[config.mk]
export PLATFORM = sky130hd
export DESIGN_NAME = mem_access_ctrl
export DESIGN_NICKNAME = d
export VERILOG_FILES = /design/src/rtl/mem_access_ctrl.sv
export SDC_FILE = /design/constraint.sdc
export NUM_CORES = 1
export LEC_CHECK = 0
export CORE_UTILIZATION = 45
export DETAILED_ROUTE_END_ITERATION = 7
export MAX_ROUTING_LAYER = met4
export PLACE_DENSITY = 0.81
export REMOVE_ABC_BUFFERS = 1
export SLEW_MARGIN = 25
export SYNTH_ARGS = -nofsm -noshare
export SYNTH_HDL_FRONTEND = slang
export SYNTH_SLANG_ARGS = --single-unit
export TNS_END_PERCENT = 5
[constraint.sdc]
create_clock -name clk -period 2.7 [get_ports clk]
set_input_delay 0.54 -clock clk [delete_from_list [all_inputs] [get_ports clk]]
set_output_delay 0.54 -clock clk [all_outputs]
set_load 0.05 [all_outputs]
[src/rtl/mem_access_ctrl.sv]
// Load/store sequencer between the datapath and a word-wide data memory.
// Sub-word stores are done as read-modify-write; loads are lane-extracted and extended.
module mem_access_ctrl #(
    parameter int unsigned MEM_BYTES = 64
) (
    input  logic        clk,
    input  logic        reset,
    input  logic        req,
    input  logic        we,
    input  logic [1:0]  size,
    input  logic        sign_ext,
    input  logic [31:0] addr,
    input  logic [31:0] wdata,
    output logic [31:0] rdata,
    output logic        done,
    output logic        err,
    output logic        busy,
    output logic [31:0] mem_addr,
    output logic [31:0] mem_wdata,
    output logic        mem_ren,
    output logic        mem_wen,
    input  logic [31:0] mem_data
);

    typedef enum logic [2:0] {StIdle, StRead, StCapt, StWrite, StDone} state_e;

    state_e      state_q, state_d;
    logic        we_q, we_d;
    logic [1:0]  size_q, size_d;
    logic        sign_q, sign_d;
    logic [31:0] addr_q, addr_d;
    logic [31:0] rdata_q, rdata_d;
    logic [31:0] mem_wdata_q, mem_wdata_d;
    logic        done_q, done_d;
    logic        err_q, err_d;
    logic        mem_ren_q, mem_ren_d;
    logic        mem_wen_q, mem_wen_d;

    logic        req_err;
    logic [4:0]  lane_sh;
    logic [15:0] lane_data;
    logic [31:0] lane_mask;
    logic [31:0] merged;
    logic [31:0] load_val;

    assign req_err = (size == 2'b11)
                  || (size == 2'b01 && addr[0])
                  || (size == 2'b10 && addr[1:0] != 2'b00)
                  || (addr >= MEM_BYTES);

    // Store data sits right-justified in mem_wdata_q until CAPT shifts it into its lane(s).
    always_comb begin
        lane_sh   = (size_q == 2'b00) ? {addr_q[1:0], 3'b000} : {addr_q[1], 4'b0000};
        lane_data = 16'(mem_data >> lane_sh);
        lane_mask = ((size_q == 2'b00) ? 32'h0000_00ff : 32'h0000_ffff) << lane_sh;
        merged    = (mem_data & ~lane_mask) | ((mem_wdata_q << lane_sh) & lane_mask);
        case (size_q)
            2'b00:   load_val = {{24{sign_q & lane_data[7]}}, lane_data[7:0]};
            2'b01:   load_val = {{16{sign_q & lane_data[15]}}, lane_data};
            default: load_val = mem_data;
        endcase
    end

    always_comb begin
        state_d     = state_q;
        we_d        = we_q;
        size_d      = size_q;
        sign_d      = sign_q;
        addr_d      = addr_q;
        rdata_d     = rdata_q;
        mem_wdata_d = mem_wdata_q;
        done_d      = 1'b0;
        err_d       = 1'b0;
        mem_ren_d   = 1'b0;
        mem_wen_d   = 1'b0;
        unique case (state_q)
            StIdle: begin
                if (req) begin
                    we_d   = we;
                    size_d = size;
                    sign_d = sign_ext;
                    addr_d = addr;
                    if (req_err) begin
                        state_d = StDone;
                        done_d  = 1'b1;
                        err_d   = 1'b1;
                    end else begin
                        if (we) mem_wdata_d = wdata;
                        if (we && size == 2'b10) begin
                            state_d   = StWrite;
                            mem_wen_d = 1'b1;
                        end else begin
                            state_d   = StRead;
                            mem_ren_d = 1'b1;
                        end
                    end
                end
            end
            StRead: state_d = StCapt;
            StCapt: begin
                if (we_q) begin
                    mem_wdata_d = merged;
                    state_d     = StWrite;
                    mem_wen_d   = 1'b1;
                end else begin
                    rdata_d = load_val;
                    state_d = StDone;
                    done_d  = 1'b1;
                end
            end
            StWrite: begin
                state_d = StDone;
                done_d  = 1'b1;
            end
            StDone:  state_d = StIdle;
            default: state_d = StIdle;
        endcase
    end

    always_ff @(posedge clk) begin
        if (!reset) begin
            state_q     <= StIdle;
            we_q        <= 1'b0;
            size_q      <= 2'b00;
            sign_q      <= 1'b0;
            addr_q      <= 32'h0;
            rdata_q     <= 32'h0;
            mem_wdata_q <= 32'h0;
            done_q      <= 1'b0;
            err_q       <= 1'b0;
            mem_ren_q   <= 1'b0;
            mem_wen_q   <= 1'b0;
        end else begin
            state_q     <= state_d;
            we_q        <= we_d;
            size_q      <= size_d;
            sign_q      <= sign_d;
            addr_q      <= addr_d;
            rdata_q     <= rdata_d;
            mem_wdata_q <= mem_wdata_d;
            done_q      <= done_d;
            err_q       <= err_d;
            mem_ren_q   <= mem_ren_d;
            mem_wen_q   <= mem_wen_d;
        end
    end

    assign rdata     = rdata_q;
    assign done      = done_q;
    assign err       = err_q;
    assign busy      = (state_q != StIdle);
    assign mem_addr  = {addr_q[31:2], 2'b00};
    assign mem_wdata = mem_wdata_q;
    assign mem_ren   = mem_ren_q;
    assign mem_wen   = mem_wen_q;

endmodule

# --- Word level (Yosys, flattened, before mapping) ---
# Cells that the tools add are included.
word_totals:
  word_cells: 75
  output_inout_bits: 101
  inputBits: 103
  ff_bits: 107
op_classes:
  magnitude_cmp: 1
  bitwise_logic: 10
  muxes: 23
  n_eq_ne: 11
  n_shift: 3
  n_reduce_logical: 16
ops:
  columns: ["op", "count"]
  rows:
  - ["two-way mux 32 bit", 4]
  - ["case mux 32 bit (2 select lines)", 2]
  - ["AND 32 bit", 2]
  - ["greater-or-equal comparator 32 x 7 -> 1 bit (second input constant)", 1]
  - ["NOT 32 bit", 1]
  - ["bitwise OR 32 bit", 1]
  - ["left shift 16 x 5 -> 32 bit", 1]
  - ["left shift 32 x 5 -> 32 bit", 1]
  - [">> shifter 32 x 5 -> 16 bit", 1]
  - ["two-way mux 16 bit", 1]
  - ["case mux 3 bit (4 select lines)", 1]
  - ["two-way mux 3 bit", 3]
  - ["two-way mux 1 bit", 8]
  - ["inequality test 2 bit (second input constant)", 4]
  - ["== test 3 x 2 -> 1 bit (second input constant)", 2]
  - ["AND reduction 2 bit", 3]
  - ["AND reduction 5 bit", 1]
  - ["== test 2 x 1 -> 1 bit (second input constant)", 2]
  - ["== test 2 bit (second input constant)", 2]
  - ["two-way mux 4 bit", 1]
  - ["NOT 1 bit", 4]
  - ["nonzero test 2 bit", 2]
  - ["OR reduction 4 bit", 1]
  - ["== test 3 x 1 -> 1 bit (second input constant)", 1]
  - ["9 further kinds", 14]

# --- Logic depth before layout (Yosys ltp) ---
logic_depth:
  ltp_word: 8
  mapped_depth: 7
  ltp_nobuf: 5

# --- Worst setup path before layout ---
# Ideal clock, no wire load.
synth_path:
  path_type: "input to register"
  start: "input port addr[18]"
  end: "register mem_wdata_q[1] (netlist: mem_wdata[1])"
  setup_ps: 119
  arrival_time_ps: 1844
  t_required_ps: 2581
  path_stages: 7
  n_path_buf: 2
  path_slack_ps: 737
  path_cell_list: "nor4_1 and4_1 nand4b_4 and2_1 buf_2 buf_6 o221a_2"
synth_via:
  elab_chain_len: 4
synth_rtl:
  columns: ["element", "line_no", "rtl"]
  rows:
  - ["from (decl)", "12", "input logic [31:0] addr,"]
  - ["greater-or-equal comparator 32 x 7 -> 1 bit", "49", "|| (addr >= MEM_BYTES);"]
  - ["logical OR 1 bit", "49", null]
  - ["inequality test 2 bit (no line)", null, null]
  - ["AND reduction 5 bit (no line)", null, null]
  - ["to (signal assigned)", "140", "mem_wdata_q <= mem_wdata_d;"]
  - ["to (decl)", "33", "logic [31:0] mem_wdata_q, mem_wdata_d;"]
# Every way passes these cells.
# A chain may end at the register's enable or synchronous reset.

# --- Final worst setup path ---
layout_path:
  start: "register state_q[0]"
  end: "output port busy"
layout_via:
  elab_chain_len: 1
layout_rtl:
  columns: ["element", "line_no", "rtl"]
  rows:
  - ["from (decl)", "27", "state_e state_q, state_d;"]
  - ["from (signal assigned)", "122", "state_q <= StIdle;"]
  - ["from (signal assigned)", "134", "state_q <= state_d;"]
  - ["nonzero test 3 bit", "151", "assign busy = (state_q != StIdle);"]
  - ["to (decl)", "17", "output logic busy,"]
# Every way passes these cells.

==> impl_metrics.ini <==
[outcome]
status = finished clean

[synth]
ys_seq_area_share_pct = 38.6
synth-seq-cells = 107
yosysUniqueCellTypes = 47
synth_area_um2 = 5550
synth_edf_count = 0
avgSynthCellArea_um2 = 8.15
synthFlopType = dfxtp_1
ys_warn_count = 0
synth_cells = 681
async_flop_share_pct = 0

[timing]
worst_pin_slew_ns = 0.741
timing.final.max_slew_violations = 0
fin_worst_skew_ns = 0.00653
hold_slack_ns = 0.462
finalHoldViolCount = 0
rsz0062_at_grt = false
period_minus_slack_ns = 2.51
slew-limit-headroom_pct = 50.2
tns_ns = 0
fmaxAchievable_mhz = 399
fin_crit_sh_pct = 92.9
setup_viol = 0
worst_slack_ns = 0.192

[placed_design]
dp_slack_ns = 0.178
gp_congestion = 0.897
port_buffers = 201
dp_hpwl_um = 13600

[clock_network]
h-tree-depth = 3
post_cts_buffers = 0
clockBufferDepth = 2
clkSinkCount = 107
clk_pin_slew_ns = 0.07
clk_latency_ns = 0.35
holdBufCountCts = 0
root_buffer = clkbuf_16
cts_tree = yes
cts_made_buffers = 9
cts_resized = 0

[worst_setup_path]
crit_required_ns = 2.16
rrSetupSlack_ns = 0.27
path_max_fanout = 7
cp-start-kind = flip-flop
worst_path_max_delay_cell = clkdlybuf4s50_1
crit_family = buffers and inverters
cp.arrival_ns = 1.97
endpoint_kind = output pin
crit_type = reg -> out
crit_chain = nor3_1 -> buf_4 -> inv_1 -> clkdlybuf4s50_1
critPathBufInv = 3
reg2reg_depth = 5
timing.rr.start = addr_q[1]$_SDFFE_PN0P_
slowest_delay_ns = 0.80

[floorplan]
die-area_um2 = 12800
rows = 40
die_w_um = 113
core_um2 = 12000
die_y_um = 113
ios = 204
initial_core_util_pct = 46.2

[finish]
syn_to_final_growth_pct = 40.0
antenna_cells = 0
drive_gt1_share_pct = 9.00
nets = 931

[global_routing]
grtUsageTotal_pct = 29.6
grt_max_degree = 72
grt_pass1_wl_um = 28700
antenna_found_initial = 0
grt_overflow = 0
grt_pass1_vias = 5389

[drt]
ant_nets = 0
vias = 5635
wirelength_um = 18400
vias_per_cell = 5.75
drc = 0
first_pass_iters = 5
detail_route.wl_per_cell_um = 18.8
drtIter0Drc = 436

[min_path]
hold_depth = 2
hold_class = reg -> reg

[power_and_ir_drop]
finalPower_mw = 3.73
power.density_nw_per_um2 = 479
worst_ir_drop_vdd_uv = 320
p_leak_nw = 2.86

[flow_run]
maxCapViolCount = 0
cells by family (layout without fill, tap and decap cells):
group	count (synthesis)	after routing	synth area share (%)
DFF	107	107	38.6
other	1	2	0.0675
muxes	26	26	5.09
buffers and inverters	105	256	9.94
and+or+nand+nor	246	246	20.3
AOI/OAI and AO/OA	196	196	26.0
how the worst max path moves through the flow:
stage                       startpoint                   endpoint  slack [ns]  cells after the start
2_1_floorplan                      req  mem_wdata[7]$_SDFFE_PN0P_       -0.64                      5
3_3_place_gp                  addr[12]  mem_wdata[7]$_SDFFE_PN0P_        0.20                      7
3_5_place_dp                  addr[18]  mem_wdata[7]$_SDFFE_PN0P_        0.18                      7
4_1_cts        state_q[0]$_SDFFE_PN0P_                       busy        0.18                      4
5_1_grt        state_q[0]$_SDFFE_PN0P_                       busy         0.1                      4
6_report       state_q[0]$_SDFFE_PN0P_                       busy        0.19                      4
layout make-up:
| cell class | instances | area [µm²] |
|---|---|---|
| Fill cell | 1015 | 4240 |
| Multi-Input combinational cell | 470 | 2870 |
| Timing Repair Buffer | 220 | 2190 |
| Sequential cell | 107 | 2140 |
| Clock buffer | 12 | 267 |
| Tap cell | 147 | 184 |
| Inverter | 20 | 75.1 |
| Clock inverter | 4 | 47.5 |
worst min-delay path: cells and delay by family (launching register included):
kind,cells,cell delay (ns)
flops,1,0.31
simple gates,1,0.05
mux,1,0.05
cell usage in the layout (no fill, tap or decap), types with 10 or more instances in the layout:
cell type          n
a21boi_0          51
a21oi_1           28
and3_1            10
buf_4             17
clkdlybuf4s50_1  200
dfxtp_1          107
inv_1             19
mux2i_1           17
nand2_1          150
nand4_1           16
nor2_1            24
nor3_1            18
o21ai_0           36
o221ai_1          22
layer usage:
| metal | track usage [%] | wire [µm] |
|---|---|---|
| met2 | 45.0 | 8590 |
| met5 | - | 0 |
| met1 | 38.9 | 7900 |
| met4 | 13.4 | 709 |
| met3 | 4.45 | 1230 |
cells in the mapped netlist, drive strengths merged, types with 2 or more instances:
master	number	share of area, %
a221o	8	1.4
nor4	6	0.68
a21boi	52	7.0
o31ai	8	1.8
dfxtp	107	39
a31oi	2	0.34
nand4	16	1.8
nand3	3	0.27
mux2	8	1.6
a211oi	9	1.2
o211ai	7	0.95
nor3	18	1.6
o221ai	22	3.5
o21ai	47	4.8
and3	10	1.1
buf	51	6.3
nor3b	2	0.45
inv	19	1.3
nand2	150	10
clkbuf	34	2.3
nor2	24	1.6
a21oi	28	2.5
mux2i	17	3.1
or3	3	0.34
nand2b	8	0.90
o221a	8	1.6
report_power, final:
part	leakage [nW]	switching (mW)	internal (mW)
clock	0.155	0.595	0.793
sequential	0.869	0.0327	1.62
combinational	1.84	0.394	0.293
per-stage QoR:
stage | util [%] | instances | area [µm²]
3_5_place_dp | 62.1 | 964 | 7460
6_report | 64.7 | 980 | 7770
5_1_grt | 64.7 | 980 | 7770
2_1_floorplan | - | 597 | 5080
3_3_place_gp | 62.1 | 964 | 7460
4_1_cts | 64.7 | 980 | 7770
Note: power is estimated with default switching activity, not from simulation.
==> RTL edit: new RTL, config.mk and constraints unchanged <==
Encoding of `state_e`: now one-hot (5 bits for 5 states).
--- a/src/rtl/mem_access_ctrl.sv
+++ b/src/rtl/mem_access_ctrl.sv
@@ -23,5 +23,5 @@
 );
 
-    typedef enum logic [2:0] {StIdle, StRead, StCapt, StWrite, StDone} state_e;
+    typedef enum logic [4:0] {StIdle = 5'b00001, StRead = 5'b00010, StCapt = 5'b00100, StWrite = 5'b01000, StDone = 5'b10000} state_e;
 
     state_e      state_q, state_d;
Behaviour: no difference found for any inputs over 4 cycles, from zero or initial values and one cycle with reset low; so few cycles prove little.
==> RTL edit against the original RTL <==
- worst setup slack improved by 0.054 ns
- non-clock buffer count increased by 2
- final cell count decreased by 1.5%
- clock skew decreased by 0.00051 ns
- register-to-register slack got worse by 0.02 ns
- design area decreased by 0.16%
- clock power increased by 5%
- sequential cell count increased by 2
- core utilization increased by 0.17 points
- fmax increased by 2.2%
- largest cell class unchanged
- synthesized area decreased by 0.81%
- highest routed layer unchanged
- routed wire length increased by 1.4%
- total power increased by 7.8%
- critical path depth increased by 1
==> RTL edit: results (changes against the original RTL) <==
| Metric | Value |
|---|---|
| Run status | finished, final reports clean |
| Overall Global Routing Usage | 30.1% (+0.53 points) |
| Hold depth | 2 (unchanged) |
| CP Data Arrival Time | 2.75 ns (+0.78 ns) |
| P_leak | 2.82 nW (-1.4%) |
| Finished Layout Cells | 965 (-1.5%) |
| Main flop type after synthesis | dfxtp_1 |
| Cell Area, Placed | 0.00743 sq mm (-0.35%) |
| Largest net degree at the start of global routing | 57 (-21%) |
| Worst-Skew Late Latency | 0.36 ns |
| Clock buffer count from CTS | 9 (unchanged) |
| H-tree depth | 3 (unchanged) |
| Buffers added on ports | 201 (unchanged) |
| Antenna cells | 0 (unchanged) |
| Worst-path clk slew | 0.07 ns (about the same) |
| Netlist cell types | 52 (+11%) |
| Min-delay worst type | reg -> reg |
| Final nets | 917 (-1.5%) |
| Final Skew | 0.00602 ns (-0.000509 ns) |
| Top area cells in the synthesized netlist | dfxtp_1 40%, a21oi_1 8.0%, nand2_1 7.8% |
| Mux cell area share after synthesis | 5.04% (-0.049 points) |
| Sequential share of the synthesized area | 39.6% (+1.0 points) |
| WL final | 18700 um (+1.4%) |
| Max clock buf depth | 2 (unchanged) |
| Syn_area_per_cell | 8.27 sq um (+1.4%) |
| Layout cells sized above 1 | 9.78% (+0.78 points) |
| First-pass GRT wire length | 28600 um (-0.26%) |
| Number of global-route vias before repair | 5471 (+1.5%) |
| Relative slew margins | 45.0% (-5.2 points) |
| VDD IR max | 311 uV (-2.9%) |
| Area share of xor/xnor cells in the synthesized design | 0% (unchanged) |
| Initial antenna violation count | 0 (unchanged) |
| Leading cell types by count after synthesis | 115 x nand2_1, 109 x dfxtp_1, 88 x a21oi_1, 38 x nor2_1, 33 x clkbuf_1 |
| Via count | 5664 (+0.51%) |
| Compound-Gate Fraction of Synth Area | 27.4% (+1.4 points) |
| Pre-CTS WS | -0.0128 ns (-0.191 ns) |
| Initial DRC count | 395 (-9.4%) |
| Adder-Cell Fraction of Synth Area | 0% (unchanged) |
| HPWL Detailed | 13800 um (+1.6%) |
| # Post-CTS Setup Buffers | 0 (unchanged) |
| Routability cong. | 0.889 (-0.91%) |
| Dpl cells | 950 (-1.5%) |
| Reg2Reg Depth | 5 (unchanged) |
| Yosys warning count | 0 (unchanged) |
| Drt pass-1 iters | 5 (unchanged) |
| Crit-path max FO | 16 (+9) |
| Async set-reset flop share out of synthesis | 0% (unchanged) |
## RTL edit: cell type report
class / count / area (sq um)
multi-input combinational: 467 / 2850
timing repair buffer: 222 / 2200
tap: 147 / 184
clock buffer: 12 / 256
inverter: 5 / 18.8
clock inverter: 3 / 68.8
fill: 1028 / 4200
sequential: 109 / 2180
## RTL edit: cell families (layout without fill, tap and decap cells)
group / Yosys count / count (layout)
AND/OR/NAND/NOR: 225 / 225
AO/OA/AOI/OAI: 215 / 215
flip-flops: 109 / 109
buffers and inverters: 91 / 242
multiplexers: 25 / 25
other: 1 / 2
## RTL edit: critical path: stages, from the launching register on
cell	delay, ns
dfxtp_1	0.70
inv_1	0.22
a211oi_1	0.36
o21ai_2	0.10
a21oi_2	0.67
o221a_1	0.34
## RTL edit: worst paths after layout
path	startpoint	end	slack, ns
worst max-delay path	size_q[0]$_SDFFE_PN0P_	rdata[25]$_SDFFE_PN0P_	0.25
worst min-delay path	rdata[15]$_SDFFE_PN0P_	rdata[15]$_SDFFE_PN0P_	0.46
worst max register to register	size_q[0]$_SDFFE_PN0P_	rdata[25]$_SDFFE_PN0P_	0.25
worst min register to register	rdata[15]$_SDFFE_PN0P_	rdata[15]$_SDFFE_PN0P_	0.46
## RTL edit: report_power, final
group	total, mW	switching (mW)	internal, mW
logic	0.843	0.491	0.352
clock network	1.46	0.602	0.861
registers	1.71	0.0490	1.66
## RTL edit: routing by layer
layer | GRT usage (%) | wire [um] | vias up
li1 | - | - | 2675
met1 | 35.6 | 7860 | 2652
met2 | 49.5 | 8890 | 290
met3 | 5.78 | 1300 | 47
met4 | 13.9 | 646 | 0
met5 | - | 0 | -
## RTL edit: repair_timing
action,4_1_cts,5_1_grt
resized for setup,0,1
endpoints found under the setup margin,0,1
endpoints found under the hold margin,0,0
